### config.mk
export PLATFORM = sky130hd
export DESIGN_NAME = regfile_mp_flat
export DESIGN_NICKNAME = d
export VERILOG_FILES = /design/src/rtl/regfile_mp_if.sv /design/src/rtl/regfile_mp.sv /design/src/flat_wrapper.sv
export SDC_FILE = /design/constraint.sdc
export NUM_CORES = 2
export LEC_CHECK = 0
export ABC_CLOCK_PERIOD_IN_PS = 4000
export CORE_ASPECT_RATIO = 1.4
export CORE_MARGIN = 8
export CORE_UTILIZATION = 29
export CTS_CLUSTER_DIAMETER = 100
export DETAILED_ROUTE_END_ITERATION = 6
export PLACE_DENSITY = 0.48
export SYNTH_ARGS = -nofsm -noshare
export SYNTH_HDL_FRONTEND = slang
export SYNTH_SLANG_ARGS = --single-unit
### constraint.sdc
create_clock -name HCLK -period 4 [get_ports HCLK]
set_clock_uncertainty 0.2 [all_clocks]
set_input_delay 0.8 -clock HCLK [delete_from_list [all_inputs] [get_ports HCLK]]
set_output_delay 0.8 -clock HCLK [all_outputs]
set_load 0.05 [all_outputs]
### src/rtl/regfile_mp_if.sv
// -----------------------------------------------------------------------------
// regfile_mp_if
//   Bus bundle for the multi-port register file: two byte-enabled write ports
//   and NRD packed read ports.
//
//   Write port n (n = 0, 1):
//     WRn  write enable
//     RWn  write address
//     DWn  write data
//     BEn  byte enables, one bit per data byte
//   Read ports:
//     RA   packed read addresses, port k at [k*AW +: AW]
//     DA   packed read data,      port k at [k*W  +: W]
//
//   Modports: master drives writes and read addresses; slave is the register
//   file and drives DA.
// -----------------------------------------------------------------------------
interface regfile_mp_if #(
  parameter int W   = 32,
  parameter int AW  = 5,
  parameter int NRD = 2
);

  logic              WR0;
  logic [AW-1:0]     RW0;
  logic [W-1:0]      DW0;
  logic [W/8-1:0]    BE0;

  logic              WR1;
  logic [AW-1:0]     RW1;
  logic [W-1:0]      DW1;
  logic [W/8-1:0]    BE1;

  logic [NRD*AW-1:0] RA;
  logic [NRD*W-1:0]  DA;

  modport master (
    output WR0, RW0, DW0, BE0,
    output WR1, RW1, DW1, BE1,
    output RA,
    input  DA
  );

  modport slave (
    input  WR0, RW0, DW0, BE0,
    input  WR1, RW1, DW1, BE1,
    input  RA,
    output DA
  );

endinterface

### src/rtl/regfile_mp.sv
// -----------------------------------------------------------------------------
// regfile_mp
//   Parametrised multi-port register file with two byte-enabled write ports
//   and NRD independent read ports.
//
//   Ports:
//     HCLK     clock, all state updates on the rising edge
//     HRESETn  synchronous active-low clear of every entry (and registered DA)
//     bus      regfile_mp_if.slave: WR0/RW0/DW0/BE0, WR1/RW1/DW1/BE1, RA, DA
//
//   Behaviour summary:
//     - Port 1 wins any byte both ports write in the same cycle.
//     - Writes to addresses >= DEPTH are dropped; such reads return 0.
//     - ZERO_REG=1: entry 0 ignores writes and always reads 0.
//     - READ_REG=0: combinational reads, optionally with write-through bypass.
//     - READ_REG=1: reads registered, write-first (post-write value captured).
// -----------------------------------------------------------------------------
module regfile_mp #(
  parameter int W        = 32,
  parameter int DEPTH    = 32,
  parameter int AW       = 5,
  parameter int NRD      = 2,
  parameter int ZERO_REG = 1,
  parameter int BYPASS   = 1,
  parameter int READ_REG = 0
) (
  input  logic         HCLK,
  input  logic         HRESETn,
  regfile_mp_if.slave  bus
);

  localparam int NB = W / 8;

  logic [W-1:0]     mem [DEPTH];
  logic [DEPTH-1:0] hit0;
  logic [DEPTH-1:0] hit1;
  logic [AW-1:0]    ra       [NRD];
  logic [NRD-1:0]   ra_ok;
  logic [W-1:0]     rd_store [NRD];
  logic [W-1:0]     rd_merge [NRD];

  // Per-entry write decode. Out-of-range addresses never match an entry, and
  // entry 0 is excluded entirely when it is hardwired to zero.
  always_comb begin
    // NOTE: every output of a combinational block gets a default first so no
    // path through the block leaves it unassigned, which would infer a latch.
    hit0 = '0;
    hit1 = '0;
    for (int e = 0; e < DEPTH; e++) begin
      if (!(ZERO_REG != 0 && e == 0)) begin
        hit0[e] = bus.WR0 && (bus.RW0 == AW'(e));
        hit1[e] = bus.WR1 && (bus.RW1 == AW'(e));
      end
    end
  end

  // Storage. Collisions resolve per byte: a port-1 byte enable takes the byte,
  // otherwise port 0 may still write it.
  always_ff @(posedge HCLK) begin
    if (!HRESETn) begin
      // NOTE: this memory is cleared by reset on purpose (reads must never
      // return X after the first reset), which forces flops rather than a RAM
      // macro; storage without that requirement is normally left unreset.
      for (int e = 0; e < DEPTH; e++) begin
        mem[e] <= '0;
      end
    end else begin
      for (int e = 0; e < DEPTH; e++) begin
        for (int b = 0; b < NB; b++) begin
          // NOTE: state is updated with non-blocking assignments so every
          // flop samples pre-edge values regardless of statement order.
          if (hit1[e] && bus.BE1[b]) begin
            mem[e][8*b +: 8] <= bus.DW1[8*b +: 8];
          end else if (hit0[e] && bus.BE0[b]) begin
            mem[e][8*b +: 8] <= bus.DW0[8*b +: 8];
          end
        end
      end
    end
  end

  always_comb begin
    for (int k = 0; k < NRD; k++) begin
      ra[k] = bus.RA[k*AW +: AW];
    end
  end

  // Read path. rd_store is the plain storage value (0 for out-of-range or the
  // hardwired zero entry); rd_merge overlays the same-cycle write data byte by
  // byte and is the write-first value used by both bypass and registered reads.
  // ra_ok gates the overlay so a suppressed address stays 0 on every path.
  always_comb begin
    ra_ok = '0;
    for (int k = 0; k < NRD; k++) begin
      rd_store[k] = '0;
      for (int e = 0; e < DEPTH; e++) begin
        if (!(ZERO_REG != 0 && e == 0) && (ra[k] == AW'(e))) begin
          rd_store[k] = mem[e];
          ra_ok[k]    = 1'b1;
        end
      end
      rd_merge[k] = rd_store[k];
      if (ra_ok[k] && HRESETn) begin
        for (int b = 0; b < NB; b++) begin
          if (bus.WR1 && (bus.RW1 == ra[k]) && bus.BE1[b]) begin
            rd_merge[k][8*b +: 8] = bus.DW1[8*b +: 8];
          end else if (bus.WR0 && (bus.RW0 == ra[k]) && bus.BE0[b]) begin
            rd_merge[k][8*b +: 8] = bus.DW0[8*b +: 8];
          end
        end
      end
    end
  end

  generate
    if (READ_REG != 0) begin : g_rd_reg
      logic [NRD*W-1:0] da_q;

      always_ff @(posedge HCLK) begin
        if (!HRESETn) begin
          da_q <= '0;
        end else begin
          for (int k = 0; k < NRD; k++) begin
            da_q[k*W +: W] <= rd_merge[k];
          end
        end
      end

      assign bus.DA = da_q;
    end else begin : g_rd_comb
      logic [NRD*W-1:0] da_c;

      always_comb begin
        da_c = '0;
        for (int k = 0; k < NRD; k++) begin
          da_c[k*W +: W] = (BYPASS != 0) ? rd_merge[k] : rd_store[k];
        end
      end

      assign bus.DA = da_c;
    end
  endgenerate

endmodule

### src/flat_wrapper.sv
// flat-port wrapper written by rule: the top's interface ports become plain ports
module regfile_mp_flat 
#(
  parameter int W        = 32,
  parameter int DEPTH    = 32,
  parameter int AW       = 5,
  parameter int NRD      = 2,
  parameter int ZERO_REG = 1,
  parameter int BYPASS   = 1,
  parameter int READ_REG = 0
)
  (HCLK, HRESETn, bus_WR0, bus_RW0, bus_DW0, bus_BE0, bus_WR1, bus_RW1, bus_DW1, bus_BE1, bus_RA, bus_DA);
  regfile_mp_if #(.W(W), .AW(AW), .NRD(NRD)) bus_i ();
  input  logic HCLK;
  input  logic HRESETn;
  input wire logic [$bits(bus_i.WR0)-1:0] bus_WR0;
  input wire logic [$bits(bus_i.RW0)-1:0] bus_RW0;
  input wire logic [$bits(bus_i.DW0)-1:0] bus_DW0;
  input wire logic [$bits(bus_i.BE0)-1:0] bus_BE0;
  input wire logic [$bits(bus_i.WR1)-1:0] bus_WR1;
  input wire logic [$bits(bus_i.RW1)-1:0] bus_RW1;
  input wire logic [$bits(bus_i.DW1)-1:0] bus_DW1;
  input wire logic [$bits(bus_i.BE1)-1:0] bus_BE1;
  input wire logic [$bits(bus_i.RA)-1:0] bus_RA;
  output wire logic [$bits(bus_i.DA)-1:0] bus_DA;
  assign bus_i.WR0 = bus_WR0;
  assign bus_i.RW0 = bus_RW0;
  assign bus_i.DW0 = bus_DW0;
  assign bus_i.BE0 = bus_BE0;
  assign bus_i.WR1 = bus_WR1;
  assign bus_i.RW1 = bus_RW1;
  assign bus_i.DW1 = bus_DW1;
  assign bus_i.BE1 = bus_BE1;
  assign bus_i.RA = bus_RA;
  assign bus_DA = bus_i.DA;
  regfile_mp #(.W(W), .DEPTH(DEPTH), .AW(AW), .NRD(NRD), .ZERO_REG(ZERO_REG), .BYPASS(BYPASS), .READ_REG(READ_REG)) u_core (.HCLK(HCLK), .HRESETn(HRESETn), .bus(bus_i));
endmodule
==> results.json <==
{
  "clkTransAtPathRegs_ps": 70,
  "cts.sinks": 992,
  "yosysMostFrequentCell": "edfxtp_1",
  "dp_slack_ps": -1530,
  "drt-wirelength-per-cell_um": 43.3,
  "p_per_area_nw_per_um2": 322,
  "antenna_found_initial": 23,
  "dieArea_um2": 254000,
  "gp_congestion": 1.09,
  "drtIter0Drc": 11607,
  "drive_gt1_share_pct": 37.8,
  "num_rows": 212,
  "synth_nets": 7356,
  "netlist.area_leader.share_pct": 43.1,
  "cts_buffers": 110,
  "gr-total-overflow": 0,
  "die_h_um": 594,
  "grt_start_max_net_pins": 185,
  "synth_top_area_cell": "edfxtp_1",
  "slew_headroom_pct": 43.8,
  "maxCapViolCount": 0,
  "fin_crit_ps": 4610,
  "placed_cells": 11409,
  "synth.area.top_cells": "edfxtp_1, mux2i_1, a22o_1, nor2b_1, a21oi_1",
  "antenna_left": 0,
  "async_flop_share_pct": 0,
  "timing.final.crit_share_pct": 115,
  "rsz0062_at_grt": "yes",
  "min_from": "bus_DW1[4]",
  "fin_cells": 11906,
  "worstPathRequired_ps": 3000,
  "ys.flop_type": "edfxtp_1",
  "cp.arrival_ps": 3610,
  "grt_pass1_wl_mm": 676,
  "crit_chain": "buf_16 > buf_12 > buf_6 > nor4b_4 > o21a_1 > buf_12 > buf_12 > a221o_1 > a311oi_1 > buf_4 > o211ai_1 > a21oi_2 > o21ai_4 > buf_8",
  "crit_slowest_cell": "o211ai_1",
  "crit_fanout": 7,
  "crit_top_cell": "buf_12",
  "pin_count": 160,
  "netlist-cell-type-count": 104,
  "vdd_drop_max_mv": 0.509,
  "avgSynthCellArea_um2": 9.52,
  "root_buffer": "clkbuf_16",
  "slew_violations": 0,
  "p_total_mw": 32.9,
  "track_usage_pct": 38.2,
  "core_um2": 238000,
  "cp-start-kind": "input port",
  "power_leakage_nw": 37.3,
  "vias_per_cell": 6.50,
  "worstSetupPathType": "input port to output pin",
  "top_regs": "u_core.mem: 992 flops",
  "worst_slew_pin_slew_ps": 844,
  "synth_edf_count": 992,
  "status": "finished with violations",
  "fmax_mhz": 217,
  "largest_register_ff_count": 992,
  "die_w_um": 429,
  "synthTopCellsByCount": "edfxtp_1, clkbuf_1, a22o_1, mux2i_1, a21oi_1",
  "violations": "setup timing",
  "critical_path_buf_inv_count": 7,
  "seq_area_frac_synth_pct": 43.1,
  "routed_wl_mm": 516,
  "hold_buffers": 0,
  "top_register": "u_core.mem",
  "drtPass1Iterations": 7,
  "finalHoldViolCount": 0,
  "worstHoldPathCells": 3,
  "syn2layout_area_growth_pct": 48.0,
  "slowest_delay_ps": 470,
  "path_delay_family": "compound AO/OA/AOI/OAI gates",
  "setup_violations": 64,
  "via_count": 77365,
  "synth-seq-cells": 992,
  "tritoncts": "done",
  "finalWorstSetupSlack_ps": -608,
  "route.detailed.drc": 0,
  "synthesis.area_um2": 69100,
  "yosysWarnings": 0,
  "place.port_buffers": 159,
  "cts.path.max_buffers": 3,
  "initial_core_util_pct": 29.1,
  "synthCells": 7260,
  "endpoint_kind": "output pin",
  "htree_levels": 3,
  "final_nets": 8779,
  "hp-class": "input port to register",
  "tns_ps": -26560,
  "min_to": "u_core.mem[1][68]$_SDFFCE_PN0P_",
  "first_global_vias": 74114,
  "dp_hpwl_mm": 401
}
==> logic make-up after synthesis <==
logic type / after synthesis / share of synthesized area (%)
and+or+nand+nor: 2084 / 16.2
xor gates and xnor gates: 20 / 0.253
muxes: 527 / 7.69
DFF: 992 / 43.1
AOI/OAI and AO/OA: 2651 / 26.8
buffers and inverters: 986 / 5.98
==> cell usage in the layout (no fill, tap or decap), types with 28 or more instances in the layout <==
| master | instances |
|---|---|
| o21a_1 | 44 |
| edfxtp_1 | 992 |
| nor2b_1 | 463 |
| nor2_4 | 37 |
| mux2i_1 | 503 |
| buf_8 | 70 |
| buf_12 | 347 |
| a22oi_2 | 60 |
| a21oi_1 | 371 |
| clkbuf_16 | 118 |
| nor3_1 | 50 |
| a22o_1 | 558 |
| nand2_2 | 42 |
| o22ai_1 | 193 |
| o21ai_1 | 74 |
| nor2_2 | 36 |
| a22oi_1 | 82 |
| buf_4 | 1485 |
| nand3_1 | 70 |
| o21ai_4 | 28 |
| o21ai_2 | 39 |
| nand3b_1 | 130 |
| buf_2 | 50 |
| buf_6 | 260 |
| a21oi_4 | 50 |
| a21oi_2 | 80 |
| a222oi_1 | 39 |
| nor2_1 | 331 |
| o221ai_1 | 59 |
| o211ai_1 | 82 |
| and3_1 | 196 |
| a21o_1 | 32 |
| a221o_1 | 56 |
| a221oi_1 | 46 |
| o21ai_0 | 345 |
| nand2_1 | 425 |
==> report_power, final <==
part	switching, mW	total (mW)	internal (mW)
Combinational	5.27	8.53	3.27
Sequential	0.945	13.2	12.2
Clock	4.96	11.2	6.24
Total	11.2	32.9	21.8
==> area by class of cell <==
type	count	area [um2]
fillers	22893	135000
clock inverters	84	921
clock buffers	121	2820
well taps	3103	3880
diodes	27	67.6
flip-flops and latches	992	29800
inverters	29	125
repair buffers	2268	23200
multi-input cells	5282	41400
==> layer usage <==
| metal | part of all wire (%) | vias to the layer above | track usage [%] |
|---|---|---|---|
| li1 | - | 30889 | - |
| met1 | 35 | 38704 | 43.5 |
| met2 | 43 | 5799 | 59.2 |
| met3 | 8.5 | 1959 | 7.43 |
| met4 | 13 | 14 | 37.4 |
| met5 | 0.018 | - | 0 |
==> tightest hold or removal path: cells and delay by family <==
kind | cells | cell delay (ps)
simple gates | 1 | 60
buf+inv | 1 | 200
mux | 1 | 160
==> timing repair <==
action,in CTS,in global routing
endpoints found under the setup margin,64,64
pin swaps,402,339
gates cloned,15,5
gates resized for setup,1236,483
buffers inserted,218,115
==> how the worst max path moves through the flow <==
stage | from | end | depth (start not counted)
after floorplan | bus_RA[0] | bus_DA[1] | 11
after global routing | u_core.mem[1][248]$_SDFFCE_PN0P_ | bus_DA[24] | 12
after CTS | u_core.mem[0][130]$_SDFFCE_PN0P_ | bus_DA[34] | 12
final | bus_RA[3] | bus_DA[10] | 14
after detailed placement | bus_RA[6] | bus_DA[53] | 16
after global placement | bus_RA[6] | bus_DA[53] | 16
==> metrics by stage <==
step	hold slack, ps	area, um2	util (%)
2_1_floorplan	1050	69400	-
6_report	403	102000	43.0
3_3_place_gp	1160	88000	37.0
3_5_place_dp	1160	88000	37.0
5_1_grt	404	102000	43.0
4_1_cts	346	99400	41.8
Power figures use the tool's default switching activity.
